$ cat src/rtl/gs_butterfly_unit.sv
// Gentleman-Sande inverse butterfly for the Kyber INTT: (a,b,w) -> (a+b mod q, (a-b)*w mod q).
// Latency: 5 enabled cycles, one pair accepted per enabled cycle.
// Backpressure: none beyond enable; enable=0 freezes every stage including valid.
//
// Ports:
//   clk, rst            rising-edge clock, asynchronous active-high reset
//   enable              pipeline advance
//   valid_in, a_in, b_in, twiddle   input pair and inverse twiddle, all < MODULUS
//   valid_out, a_out, b_out         results; data held while valid_out=0
//
// Build option: define GS_HALVE_EN to fold the per-layer INTT 1/2 scaling
// into stage 5 (both results multiplied by 2^-1 mod q). Latency is unchanged.

module gs_butterfly_unit #(
    parameter int DATA_WIDTH = 12,
    parameter int MODULUS    = 3329
) (
    input  logic                  clk,
    input  logic                  rst,
    input  logic                  enable,
    input  logic                  valid_in,
    input  logic [DATA_WIDTH-1:0] a_in,
    input  logic [DATA_WIDTH-1:0] b_in,
    input  logic [DATA_WIDTH-1:0] twiddle,
    output logic [DATA_WIDTH-1:0] a_out,
    output logic [DATA_WIDTH-1:0] b_out,
    output logic                  valid_out
);

    localparam int XW = DATA_WIDTH + 1;       // one guard bit for sums / differences
    localparam int TW = 2 * DATA_WIDTH;       // full product width
    localparam int MW = DATA_WIDTH + 2;       // Barrett constant width

    localparam logic [XW-1:0] QX    = XW'(MODULUS);
    localparam logic [TW-1:0] QT    = TW'(MODULUS);
    localparam logic [MW-1:0] BAR_M = MW'((64'd1 << TW) / MODULUS);

    // stage 1: registered inputs
    logic                  v1;
    logic [DATA_WIDTH-1:0] a1, b1, w1;
    // stage 2: reduced sum and difference
    logic                  v2;
    logic [DATA_WIDTH-1:0] s2, d2, w2;
    // stage 3: raw product
    logic                  v3;
    logic [DATA_WIDTH-1:0] s3;
    logic [TW-1:0]         t3;
    // stage 4: Barrett quotient estimate
    logic                  v4;
    logic [DATA_WIDTH-1:0] s4;
    logic [TW-1:0]         t4;
    logic [XW-1:0]         qe4;

    // ---------------- combinational stage logic ----------------
    logic [XW-1:0]         sum_c, diff_c;
    logic [DATA_WIDTH-1:0] s_c, d_c;
    logic [TW+MW-1:0]      bar_prod_c;
    logic [XW-1:0]         qe_c;
    logic [TW-1:0]         qq_c;
    logic [XW-1:0]         r_c;
    logic [DATA_WIDTH-1:0] b_red_c;
    logic [DATA_WIDTH-1:0] a_fin_c, b_fin_c;

`ifdef GS_HALVE_EN
    // x/2 mod q: odd values borrow one q so the shift is exact.
    function automatic logic [DATA_WIDTH-1:0] halve_mod(input logic [DATA_WIDTH-1:0] x);
        logic [XW-1:0] e;
        e = x[0] ? ({1'b0, x} + QX) : {1'b0, x};
        return DATA_WIDTH'(e >> 1);
    endfunction
`endif

    always_comb begin
        sum_c   = {1'b0, a1} + {1'b0, b1};
        s_c     = DATA_WIDTH'((sum_c >= QX) ? (sum_c - QX) : sum_c);
        // two's-complement difference; the guard bit is the sign, adding q
        // back wraps modulo 2^XW into [0,q)
        diff_c  = {1'b0, a1} - {1'b0, b1};
        d_c     = DATA_WIDTH'(diff_c[XW-1] ? (diff_c + QX) : diff_c);

        // qe <= floor(t/q) and is at most one short, so r lands in [0,2q)
        bar_prod_c = {{MW{1'b0}}, t3} * {{TW{1'b0}}, BAR_M};
        qe_c       = XW'(bar_prod_c >> TW);

        qq_c    = {{(TW-XW){1'b0}}, qe4} * QT;
        r_c     = XW'(t4 - qq_c);
        b_red_c = DATA_WIDTH'((r_c >= QX) ? (r_c - QX) : r_c);

`ifdef GS_HALVE_EN
        a_fin_c = halve_mod(s4);
        b_fin_c = halve_mod(b_red_c);
`else
        a_fin_c = s4;
        b_fin_c = b_red_c;
`endif
    end

    // ---------------- pipeline registers ----------------
    always_ff @(posedge clk or posedge rst) begin
        if (rst) begin
            v1        <= 1'b0;
            a1        <= '0;
            b1        <= '0;
            w1        <= '0;
            v2        <= 1'b0;
            s2        <= '0;
            d2        <= '0;
            w2        <= '0;
            v3        <= 1'b0;
            s3        <= '0;
            t3        <= '0;
            v4        <= 1'b0;
            s4        <= '0;
            t4        <= '0;
            qe4       <= '0;
            valid_out <= 1'b0;
            a_out     <= '0;
            b_out     <= '0;
        end else if (enable) begin
            v1  <= valid_in;
            a1  <= a_in;
            b1  <= b_in;
            w1  <= twiddle;

            v2  <= v1;
            s2  <= s_c;
            d2  <= d_c;
            w2  <= w1;

            v3  <= v2;
            s3  <= s2;
            t3  <= {{DATA_WIDTH{1'b0}}, d2} * {{DATA_WIDTH{1'b0}}, w2};

            v4  <= v3;
            s4  <= s3;
            t4  <= t3;
            qe4 <= qe_c;

            valid_out <= v4;
            // output data only moves with a valid item, so it holds across bubbles
            if (v4) begin
                a_out <= a_fin_c;
                b_out <= b_fin_c;
            end
        end
    end

endmodule
$ cat config.mk
export PLATFORM = sky130hd
export DESIGN_NAME = gs_butterfly_unit
export DESIGN_NICKNAME = d
export VERILOG_FILES = /design/src/rtl/gs_butterfly_unit.sv
export SDC_FILE = /design/constraint.sdc
export NUM_CORES = 1
export LEC_CHECK = 0
export ABC_AREA = 1
export CAP_MARGIN = 0
export CORE_UTILIZATION = 25
export CTS_BUF_LIST = sky130_fd_sc_hd__clkbuf_8
export DETAILED_ROUTE_END_ITERATION = 10
export PLACE_DENSITY = 0.49
export RECOVER_POWER = 25
export SETUP_SLACK_MARGIN = 0.15
export SYNTH_ARGS = -nofsm -noshare
export SYNTH_HDL_FRONTEND = slang
export SYNTH_SLANG_ARGS = --single-unit
$ cat constraint.sdc
create_clock -name clk -period 5.8 [get_ports clk]
set_clock_uncertainty 0.15 [all_clocks]
set_input_delay 1.16 -clock clk [delete_from_list [all_inputs] [get_ports clk]]
set_output_delay 1.16 -clock clk [all_outputs]
set_load 0.01 [all_outputs]
# Word-level counts from Yosys, hierarchy flattened
# Index checks and enable logic that the tools add are counted.
[word_totals]
reg_bits = 175
inputBits = 40
output_inout_bits = 25
[classes]
add_sub_neg = 6
mul = 3
magnitude_cmp = 2
muxes = 3
reduce_logical = 1
[op_table]
columns = ["op", "count"]
rows = [
  ["24-bit by 13-bit multiplier with 37-bit output (second input constant)", 1],
  ["12-bit 2-to-1 mux", 3],
  ["13-bit by 12-bit >= comparator with 1-bit output (second input constant)", 2],
  ["12-bit by 12-bit multiplier with 24-bit output", 1],
  ["12-bit subtractor (second input constant)", 2],
  ["12-bit by 12-bit adder with 13-bit output", 1],
  ["13-bit by 12-bit multiplier with 13-bit output (second input constant)", 1],
  ["12-bit by 12-bit subtractor with 13-bit output", 1],
  ["13-bit subtractor", 1],
  ["12-bit adder (second input constant)", 1],
  ["2-bit AND reduction", 1],
]

# Longest topological paths before layout
[depth]
ltp_word = 4
depth_mapped = 27
depth_no_buf = 26

# Worst setup path before layout
# Ideal clock, no wire load.
[synth_timing]
kind = "register -> register"
startpoint = "register d2[7]"
endpoint = "register t3[17]"
arrival_time_ps = 4820
required_time_ps = 5532
path_slack_ps = 712
path_stages_with_launch = 23
path_buffers = 1
period_less_slack_ps = 5088
cell_sequence = "dfrtp_1 -> clkbuf_1 -> nand2_1 -> fa_1 -> fa_1 -> fa_1 -> inv_1 -> fa_1 -> inv_1 -> fa_1 -> inv_1 -> ha_1 -> nand2_1 -> nor2_1 -> o21ai_0 -> o211ai_1 -> a21oi_1 -> o21ai_0 -> nand2_1 -> nand2_1 -> or2_2 -> nand3_1 -> nand2_1"
[synth_between]
elab_chain_cells = 1
[synth_rtl]
columns = ["item", "line", "text"]
rows = [
  ["start, declared", "43", "logic [DATA_WIDTH-1:0] s2, d2, w2;"],
  ["start signal, assigned", "107", "d2 <= '0;"],
  ["start signal, assigned", "127", "d2 <= d_c;"],
  ["12-bit by 12-bit multiplier with 24-bit output", "132", "t3 <= {{DATA_WIDTH{1'b0}}, d2} * {{DATA_WIDTH{1'b0}}, w2};"],
  ["end signal, assigned", "132", ""],
  ["end, declared", "47", "logic [TW-1:0] t3;"],
]
# No other way between the ends.
# A chain may end at the register's enable or synchronous reset.

# Final worst setup path
[layout_timing]
startpoint = "register w2[8]"
endpoint = "register t3[16]"
[layout_between]
elab_chain_cells = 1
[layout_rtl]
columns = ["item", "line", "text"]
rows = [
  ["start, declared", "43", ""],
  ["start signal, assigned", "128", "w2 <= w1;"],
  ["12-bit by 12-bit multiplier with 24-bit output", "132", ""],
]
# No other way between the ends.

==> metrics.txt <==
initial antenna violation count=1; Antenna diodes=0; Seq/Total Area, Yosys=0.210; RSZ-0062 raised after global routing=yes; NumNets Final=3179; clk root buf=clkbuf_8; Clock Latency Late Sink=0.58 ns; dpl hpwl=between 40 and 50 mm; CTS tree=done; clk buf depth=2; drt first pass iters=5; CP Launch Type=register; filler cell count in the final layout=roughly 9000; routed via count=16148; setup ws final=0.419 ns; FF-to-FF Start=w2[8]; Via density=4.32; violations in the final reports=max-capacitance violations, max-slew violations; CP max FO=13; number of H-tree levels=4; CP Class=register to register; All-Layer GR Usage=0.129; share of cells above drive strength 1=0.0419; CP Capture Type=register; Pins Over Slew Limit=roughly 220; Multi-input gate area=14200 µm²; Synth Register Bits=175; Die ar.=84700 µm²; Worst R2R Setup Slack=0.42 ns; Ports=65; Final min period=about 5.4 ns; Synth top area share=0.225; syn avg cell area=7.92 µm²; Vert. Die Dim=291 µm; Max Cap Viol=3; f_max=approximately 0.19 GHz; drt initial violations=843; Sink Count=175; post-CTS setup buffers=0; FF-to-FF path depth=20; Yosys warnings=0; Post-Synthesis Cells=between 2000 and 3000; critical path data arrival time=~5.7 ns; Cell Area, Synth=20900 µm²; first-pass GRT wire length=88.3 mm; vias in the first global route=16639; width of the die=just under 300 µm; result of the run=finished with violations; core area=just over 80000 µm²; worst slew pin tran=about 3 ns; hold path depth=2; WL/cell=14.1 µm; clock slew at reported path FFs=0.14 ns; Register Area=4390 µm²; GP Congestion=roughly 0.9; row cnt=105; post-route ant nets=0; Critical R2R Capture=t3[16]; final worst path period share=0.928; Synthesized Nets=3159; PortBufs=64; min-delay worst type=register to register; Num CTS Buffers=17; Final Hold Fails=0; WHS Endpoint=s3[6]; Syn-to-layout area delta=10.4%; library cells used by synthesis=48; post-CTS resize count=0; remaining global-route overflow=0; CTS Hold Bufs=0; residual DRC count=0; DP Worst Slack=0.220 ns; worst hold start=s3[6]; initial core utilization=0.253; drt total wl=52.8 mm; area leader, netlist=fa_1; Worst slew margin=-1.05; post-route setup TNS=0 ns; setup violators final=0; main area contributors after synthesis=fa_1 (23%), dfrtp_1 (21%), ha_1 (15%); Critical Path RT=6.11 ns; largest net degree at the start of global routing=117
==> cell usage in the layout, fill, tap and decap left out, types with 3 or more instances in the layout <==
master	instances
buf_4	11
nand3b_1	7
o21ai_0	142
o21bai_1	7
xnor2_1	11
clkdlybuf4s50_1	62
a31oi_1	12
a21oi_1	79
inv_6	5
ha_1	247
nor2_1	99
nand4_1	47
dfrtp_1	164
o211ai_1	4
clkbuf_8	17
a21o_1	8
inv_2	10
clkinv_8	5
nand3_2	7
nand2_1	733
nor4_1	4
xor2_1	39
inv_1	517
or2_2	9
nand3_1	92
dfrtp_2	11
o21ai_1	4
fa_1	235
a211oi_1	5
o21a_1	5
nand2_2	11
nor2_2	7
a21oi_2	3
nor3_1	22
==> flip-flops by register name, summed over array words and instances, names as in the netlist, 12 cells and up <==
name / flops
a1: 12
a_fin_c: 12
a_out: 12
b1: 12
b_out: 12
d2: 12
qe4: 13
s2: 12
s3: 12
t3: 24
t4: 13
w1: 12
w2: 12
==> cell type report <==
type | instances | area share
multi-input cells | 1856 | 0.614
flip-flops and latches | 175 | 0.191
inverters | 530 | 0.0864
well taps | 1070 | 0.0581
repair buffers | 77 | 0.0318
clock buffers | 17 | 0.0102
clock inverters | 15 | 0.00842
==> worst max-delay path by stage <==
| stage | startpoint | endpoint | depth (start not counted) |
|---|---|---|---|
| 6_report | w2[8] | t3[16] | 20 |
| 5_1_grt | w2[9] | t3[16] | 20 |
| 4_1_cts | d2[5] | t3[20] | 19 |
| 3_5_place_dp | d2[5] | t3[20] | 19 |
| 3_3_place_gp | d2[5] | t3[20] | 19 |
| 2_1_floorplan | d2[7] | t3[17] | 22 |
==> layer usage <==
layer,wire length (µm),global-route usage
met4,920,0.0283
met1,25900,0.176
met3,1500,0.0202
met5,0,0
met2,24500,0.216
==> metrics by stage <==
stage	instance area, µm²	hold WS [ns]	std cells	utilization
after floorplan	20900	0.292	2637	-
after global placement	22600	0.306	3708	0.275
after detailed placement	22600	0.311	3708	0.275
after CTS	23100	0.341	3740	0.280
after global routing	23000	0.353	3740	0.280
final	23000	0.336	3740	0.280
==> cell usage after synthesis (all sizes together) <==
library cell / instances
clkbuf: 58
o211ai: 4
nor4: 4
a21boi: 1
inv: 529
a2111oi: 1
a21o: 8
or2: 9
a21oi: 82
dfrtp: 175
buf: 18
nand3: 99
a211oi: 5
fa: 235
o2111ai: 2
nor3: 23
nand2: 744
clkinv: 1
o21ai: 147
o31ai: 2
a221oi: 1
nand4: 47
o21bai: 7
nor3b: 1
nor2: 107
ha: 247
xnor2: 13
nand3b: 7
o41ai: 1
a31oi: 12
a311o: 1
xor2: 41
o21a: 5
==> worst max-delay path: stages, from the launching register on <==
cell and delay, ns:
dfrtp_1 0.67, nand2_1 0.14, fa_1 0.50, inv_1 0.06, fa_1 0.55, fa_1 0.43
fa_1 0.50, inv_1 0.05, fa_1 0.47, inv_1 0.04, ha_1 0.34, nand2_1 0.11
nor3_1 0.41, nand2_1 0.17, nand3_1 0.13, nand2_1 0.06, inv_1 0.06, or2_2 0.10
a21oi_1 0.06, xor2_1 0.14, o21ai_0 0.13
==> logic make-up (layout without fill, tap and decap cells) <==
| kind of cell | count (synthesis) | in the layout | synth area share |
|---|---|---|---|
| adders and majority gates | 482 | 482 | 0.373 |
| AOI/OAI and AO/OA | 279 | 279 | 0.0733 |
| xor gates and xnor gates | 54 | 54 | 0.0241 |
| buffers and inverters | 606 | 639 | 0.112 |
| DFF | 175 | 175 | 0.210 |
| and+or+nand+nor | 1041 | 1041 | 0.208 |
Power is left out: the tool's default activity adds up to more than one toggle a clock period on the data nets, which glitch-free logic cannot reach.
